[src/rtl/sm3_pad_blk_buf.sv]
// Ping-pong block assembler: packs the padded word stream into 512-bit blocks
// held in two banks and hands them downstream over a valid/ready handshake.
module sm3_pad_blk_buf #(
    parameter int WORD_W = 32
) (
    input  logic              clk,
    input  logic              rst,
    input  logic [WORD_W-1:0] pad_otpt_d_i,
    input  logic              pad_otpt_vld_i,
    input  logic              pad_otpt_lst_i,
    output logic              pad_otpt_ena_o,
    output logic [511:0]      blk_d_o,
    output logic              blk_vld_o,
    output logic              blk_lst_o,
    input  logic              blk_rdy_i,
    output logic              err_ovf_o,
    output logic              err_frm_o
);
    localparam int WPB = 512 / WORD_W;
    localparam int CW  = $clog2(WPB);

    typedef enum logic [1:0] {
        ST_EMPTY = 2'd0,
        ST_FILL  = 2'd1,
        ST_FULL  = 2'd2
    } bank_st_e;

    bank_st_e          st_q [2];
    bank_st_e          st_d [2];
    logic [1:0]        lst_q, lst_d;
    logic              wr_ptr_q, wr_ptr_d;
    logic              rd_ptr_q, rd_ptr_d;
    logic [CW-1:0]     wcnt_q, wcnt_d;
    logic              err_ovf_q, err_ovf_d;
    logic              err_frm_q, err_frm_d;
    logic              rst_q;
    logic [511:0]      bank_flat [2];

    logic              word_acc;
    logic              blk_rel;
    logic              word_lastidx;
    logic              bank_close;

    // State register; rst_q lets ena be a pure register decode that stays low during reset.
    always_ff @(posedge clk) begin
        rst_q <= rst;
        if (rst) begin
            st_q[0]   <= ST_EMPTY;
            st_q[1]   <= ST_EMPTY;
            lst_q     <= '0;
            wr_ptr_q  <= 1'b0;
            rd_ptr_q  <= 1'b0;
            wcnt_q    <= '0;
            err_ovf_q <= 1'b0;
            err_frm_q <= 1'b0;
        end else begin
            st_q[0]   <= st_d[0];
            st_q[1]   <= st_d[1];
            lst_q     <= lst_d;
            wr_ptr_q  <= wr_ptr_d;
            rd_ptr_q  <= rd_ptr_d;
            wcnt_q    <= wcnt_d;
            err_ovf_q <= err_ovf_d;
            err_frm_q <= err_frm_d;
        end
    end

    // Next-state logic
    always_comb begin
        word_acc     = pad_otpt_vld_i & pad_otpt_ena_o;
        blk_rel      = blk_vld_o & blk_rdy_i;
        word_lastidx = (wcnt_q == CW'(WPB - 1));
        bank_close   = word_acc & (word_lastidx | pad_otpt_lst_i);

        st_d[0]   = st_q[0];
        st_d[1]   = st_q[1];
        lst_d     = lst_q;
        wr_ptr_d  = wr_ptr_q;
        rd_ptr_d  = rd_ptr_q;
        wcnt_d    = wcnt_q;
        err_ovf_d = err_ovf_q | (pad_otpt_vld_i & ~pad_otpt_ena_o);
        err_frm_d = err_frm_q | (word_acc & pad_otpt_lst_i & ~word_lastidx);

        if (word_acc) begin
            if (bank_close) begin
                st_d[wr_ptr_q]  = ST_FULL;
                lst_d[wr_ptr_q] = pad_otpt_lst_i;
                wcnt_d          = '0;
                wr_ptr_d        = ~wr_ptr_q;
            end else begin
                st_d[wr_ptr_q]  = ST_FILL;
                wcnt_d          = wcnt_q + CW'(1);
            end
        end
        // The write bank is never the FULL read bank, so these never collide.
        if (blk_rel) begin
            st_d[rd_ptr_q]  = ST_EMPTY;
            lst_d[rd_ptr_q] = 1'b0;
            rd_ptr_d        = ~rd_ptr_q;
        end
    end

    // Output decode
    always_comb begin
        pad_otpt_ena_o = ~rst_q & (st_q[wr_ptr_q] != ST_FULL);
        blk_vld_o      = (st_q[rd_ptr_q] == ST_FULL);
        blk_lst_o      = lst_q[rd_ptr_q];
        blk_d_o        = bank_flat[rd_ptr_q];
        err_ovf_o      = err_ovf_q;
        err_frm_o      = err_frm_q;
    end

    genvar gi;
    generate
        for (gi = 0; gi < 2; gi++) begin : g_bank
            logic [511:0] data_q;
            // Word 0 lands in the most significant slot; release zeroes the whole bank.
            always_ff @(posedge clk) begin
                if (rst || (blk_rel && (rd_ptr_q == 1'(gi)))) begin
                    data_q <= '0;
                end else if (word_acc && (wr_ptr_q == 1'(gi))) begin
                    data_q[(WPB - 1 - int'(wcnt_q)) * WORD_W +: WORD_W] <= pad_otpt_d_i;
                end
            end
            assign bank_flat[gi] = data_q;
        end
    endgenerate
endmodule

[config.mk]
export PLATFORM = sky130hd
export DESIGN_NAME = sm3_pad_blk_buf
export DESIGN_NICKNAME = d
export VERILOG_FILES = /design/src/rtl/sm3_pad_blk_buf.sv
export SDC_FILE = /design/constraint.sdc
export NUM_CORES = 2
export LEC_CHECK = 0
export BUFFER_PORTS_ARGS = -buffer_cell sky130_fd_sc_hd__buf_4
export CORE_MARGIN = 2
export CORE_UTILIZATION = 53
export DETAILED_ROUTE_END_ITERATION = 8
export GPL_TIMING_DRIVEN = 1
export PLACE_DENSITY_LB_ADDON = 0.12
export SETUP_SLACK_MARGIN = 0.5
export SYNTH_ARGS = -nofsm -noshare
export SYNTH_HDL_FRONTEND = slang
export SYNTH_SLANG_ARGS = --single-unit
[constraint.sdc]
create_clock -name clk -period 2.7 [get_ports clk]
set_clock_uncertainty 0.1 [all_clocks]
set_input_delay 0 -clock clk [delete_from_list [all_inputs] [get_ports clk]]
set_output_delay 0 -clock clk [all_outputs]
set_load 0.02 [all_outputs]
==> flow_summary.yaml <==
status:
  outcome: "complete, no violations"
synthesis:
  synthesis.area_um2: 47000
  yosys_warnings: 0
  synth-seq-area-share: 0.444
  synth.avg_cell_area_um2: 9.62
  synth_fp_nets: 4924
  ys_seq_elements: 1041
  postSynthCellCount: 4880
  synth_cell_types: 49
cts:
  cts-root-buf: "clkbuf_16"
  cts_max_level: 3
  clk_path_buf_depth: 3
  cts_inserted_buffers: 110
  cts.sinks: 1041
  clk_pin_slew_worst_paths_ns: 0.06
  tritoncts: "built"
  clk_latency_ns: 0.66
cells_and_area:
  nFillCells: 6011
  final_common_cell: "nand2_1"
  nets: 5538
  final_cell_mix: "nand2_1 (1049), dfxtp_1 (1036), mux2i_1 (968)"
  area_delta_synth_final_pct: 39.1
  final_layout_size_suffix_gt1_frac: 0.358
hold_path:
  hp-class: "in -> reg"
  whs_path_depth: 2
  worstHoldStart: "rst"
  holdPathEnd: "rst_q"
routing:
  dr_wl_met2_um: 88800
  met1Wirelength_um: 78800
  first_iter_violations: 4782
  vias_per_cell: 6.31
  antenna_left: 0
  num_vias: 42600
  dr.pass1.iters: 6
  wirelength_um: 208000
  route.met3.wl_um: 24400
  wire_per_inst_um: 30.8
  drc: 0
  highest_layer: "met5"
power:
  pwr-share-seq: 0.442
  power_density_nw_per_um2: 535
  switching_share: 0.257
  ir_drop_uv: 505
  p_int_mw: 26.0
  p_leak_nw: 28.4
  clockPowerShare: 0.450
  comb_power_share: 0.108
  switching_power_mw: 8.97
sta:
  finalHoldViolations: 0
  fin_crit_sh: 0.871
  worstMarginPinSlew_ns: 0.809
  drv_slew: 0
  setup_tns_ns: 0
  rsz0062_at_grt: "yes"
  slew_headroom: 0.458
  finalSetupViolCount: 0
  finalCriticalPeriod_ns: 2.35
  fmax_mhz: 425
  fin_ws_ns: 0.349
setup_path:
  slowest_stage: "dfxtp_4"
  crit_chain: "buf_6 -> inv_4 -> ha_4 -> buf_12 -> clkbuf_16 -> nor2_4 -> buf_12 -> buf_12 -> clkbuf_16 -> nand3_2 -> mux2i_1"
  crit_type: "reg -> reg"
  cp.required_ns: 3.19
  crit_arrival_ns: 2.85
  r2r_start: "wcnt_q[1]"
  r2r_cells: 11
  critPathMostFrequentCell: "buf_12"
  crit_fanout: 8
  r2r_slack_ns: 0.35
  cp-end-kind: "flop"
  cp_slowest_stage_delay_ns: 0.37
  crit_path_start_kind: "flop"
  r2r-end: "g_bank[1].data_q[366]"
placed_design:
  gp_congestion: 0.827
  dp_slack_ns: 0.210
  place_hpwl_um: 90700
  port_buffers: 553
grt:
  grt_max_degree: 106
  grt_antenna_before_repair: 4
  track_usage: 0.342
  grt_pass1_wl_um: 237000
  grt_pass1_vias: 37200
  overflow: 0
die:
  die_area_um2: 91000
  start_util: 0.533
  die_h_um: 302
  die-width_um: 302
  ios: 554
  rows: 109
  core_area_um2: 88100
job:
  maxCapViolations: 0
## repair_timing
action                     4_1_cts  5_1_grt
gates resized for setup         66      698
buffers inserted                17       58
pin swaps                        5       66
hold endpoints to repair      1023        0
setup endpoints to repair     1504     1494
gates cloned                    31      198
hold buffers                    38        0
## per-layer routing
| metal | up-vias | GRT usage |
|---|---|---|
| li1 | 18200 | - |
| met5 | - | 0 |
| met2 | 2835 | 0.543 |
| met3 | 809 | 0.0682 |
| met4 | 2 | 0.137 |
| met1 | 20800 | 0.456 |
## power groups by stage
stage                     clock, mW  combinational, mW  sequential, mW
after floorplan                   0               1.14            15.8
after global placement            0               1.85            15.8
after detailed placement          0               1.86            15.8
after CTS                      15.6               2.25            15.4
after global routing           16.3               3.75            15.4
final                          15.7               3.79            15.4
## critical path, delay by kind of cell, from the launching register on
kind / cells / cell delay [ns]
muxes: 1 / 0.23
adders and majority gates: 1 / 0.28
and+or+nand+nor: 2 / 0.32
DFF: 1 / 0.37
buffers and inverters: 7 / 0.95
## worst max path at each step
stage	from	end	cells past startpoint
after floorplan	rd_ptr_q	g_bank[0].data_q[224]	9
after global placement	wcnt_q[0]	g_bank[1].data_q[248]	7
after detailed placement	st_q[0][1]	g_bank[0].data_q[230]	7
after CTS	rd_ptr_q	blk_d_o[100]	5
after global routing	rd_ptr_q	g_bank[1].data_q[130]	8
final	wcnt_q[1]	g_bank[1].data_q[366]	11
## cell type report
cell class	instances	area, um^2	area share
sequential	1041	20900	0.319
tap	1165	1460	0.0223
clock buffer	168	3290	0.0504
clock inverter	33	408	0.00624
antenna	3	7.51	0.000115
inverter	7	32.5	0.000498
timing repair buffer	996	12900	0.197
multi-input combinational	3338	26400	0.404
## per-stage QoR
| stage | area (um^2) | power [mW] | hold WS, ns | util | std cells |
|---|---|---|---|---|---|
| 4_1_cts | 57600 | 33.3 | 0.0848 | 0.653 | 6493 |
| 3_3_place_gp | 52200 | 17.6 | 0.174 | 0.592 | 6206 |
| 2_1_floorplan | 47200 | 16.9 | -0.0723 | - | 4880 |
| 6_report | 65300 | 34.9 | 0.132 | 0.741 | 6751 |
| 5_1_grt | 65300 | 35.5 | 0.117 | 0.741 | 6748 |
| 3_5_place_dp | 52200 | 17.6 | 0.180 | 0.592 | 6206 |
## cells by family (layout without fill, tap and decap cells)
kind of cell               count (synthesis)  after routing  share of synthesized area
xor gates and xnor gates                   3              3                   0.000560
buffers and inverters                    502           1204                     0.0473
muxes                                   1482           1482                      0.330
AOI/OAI and AO/OA                        119            120                     0.0151
adders and majority gates                  7              7                    0.00186
DFF                                     1041           1041                      0.444
and+or+nand+nor                         1726           1726                      0.162
other                                      0              3                          0
## synth_stat cells (all sizes together)
master / number / area (um^2)
o2111a: 1 / 11.3
o21ai: 41 / 205
mux2: 513 / 5780
clkinv: 1 / 3.75
or3: 28 / 175
inv: 6 / 22.5
and3: 2 / 12.5
and3b: 4 / 35.0
nor4: 21 / 131
nor3b: 1 / 7.51
a41oi: 1 / 8.76
nor2: 41 / 161
or3b: 2 / 17.5
a31oi: 1 / 6.26
a21oi: 47 / 235
nand4: 142 / 913
mux2i: 969 / 9700
xor2: 1 / 8.76
nand3: 310 / 1560
dfxtp: 1041 / 20800
o211ai: 1 / 7.51
o2111ai: 1 / 15.0
nand2b: 3 / 18.8
nor3: 9 / 80.1
nand4bb: 1 / 11.3
ha: 7 / 87.6
nor2b: 3 / 18.8
xnor2: 2 / 17.5
nand3b: 21 / 158
nand2: 1128 / 4230
clkbuf: 380 / 1430
a31o: 19 / 166
a211oi: 2 / 15.0
a21boi: 1 / 7.51
and2: 4 / 25.0
o31ai: 2 / 15.0
or2: 3 / 18.8
a21o: 2 / 15.0
buf: 115 / 767
and4: 3 / 26.3
## state kept, by name (all words and copies together), names as in the netlist, named ones only
register and cells:
err_frm_o 1, err_ovf_o 1, g_bank.data_q 1024, lst_q 2
rd_ptr_q 1, rst_q 1, st_q 4, wcnt_q 4
wr_ptr_q 1
Power figures use the tool's default switching activity.
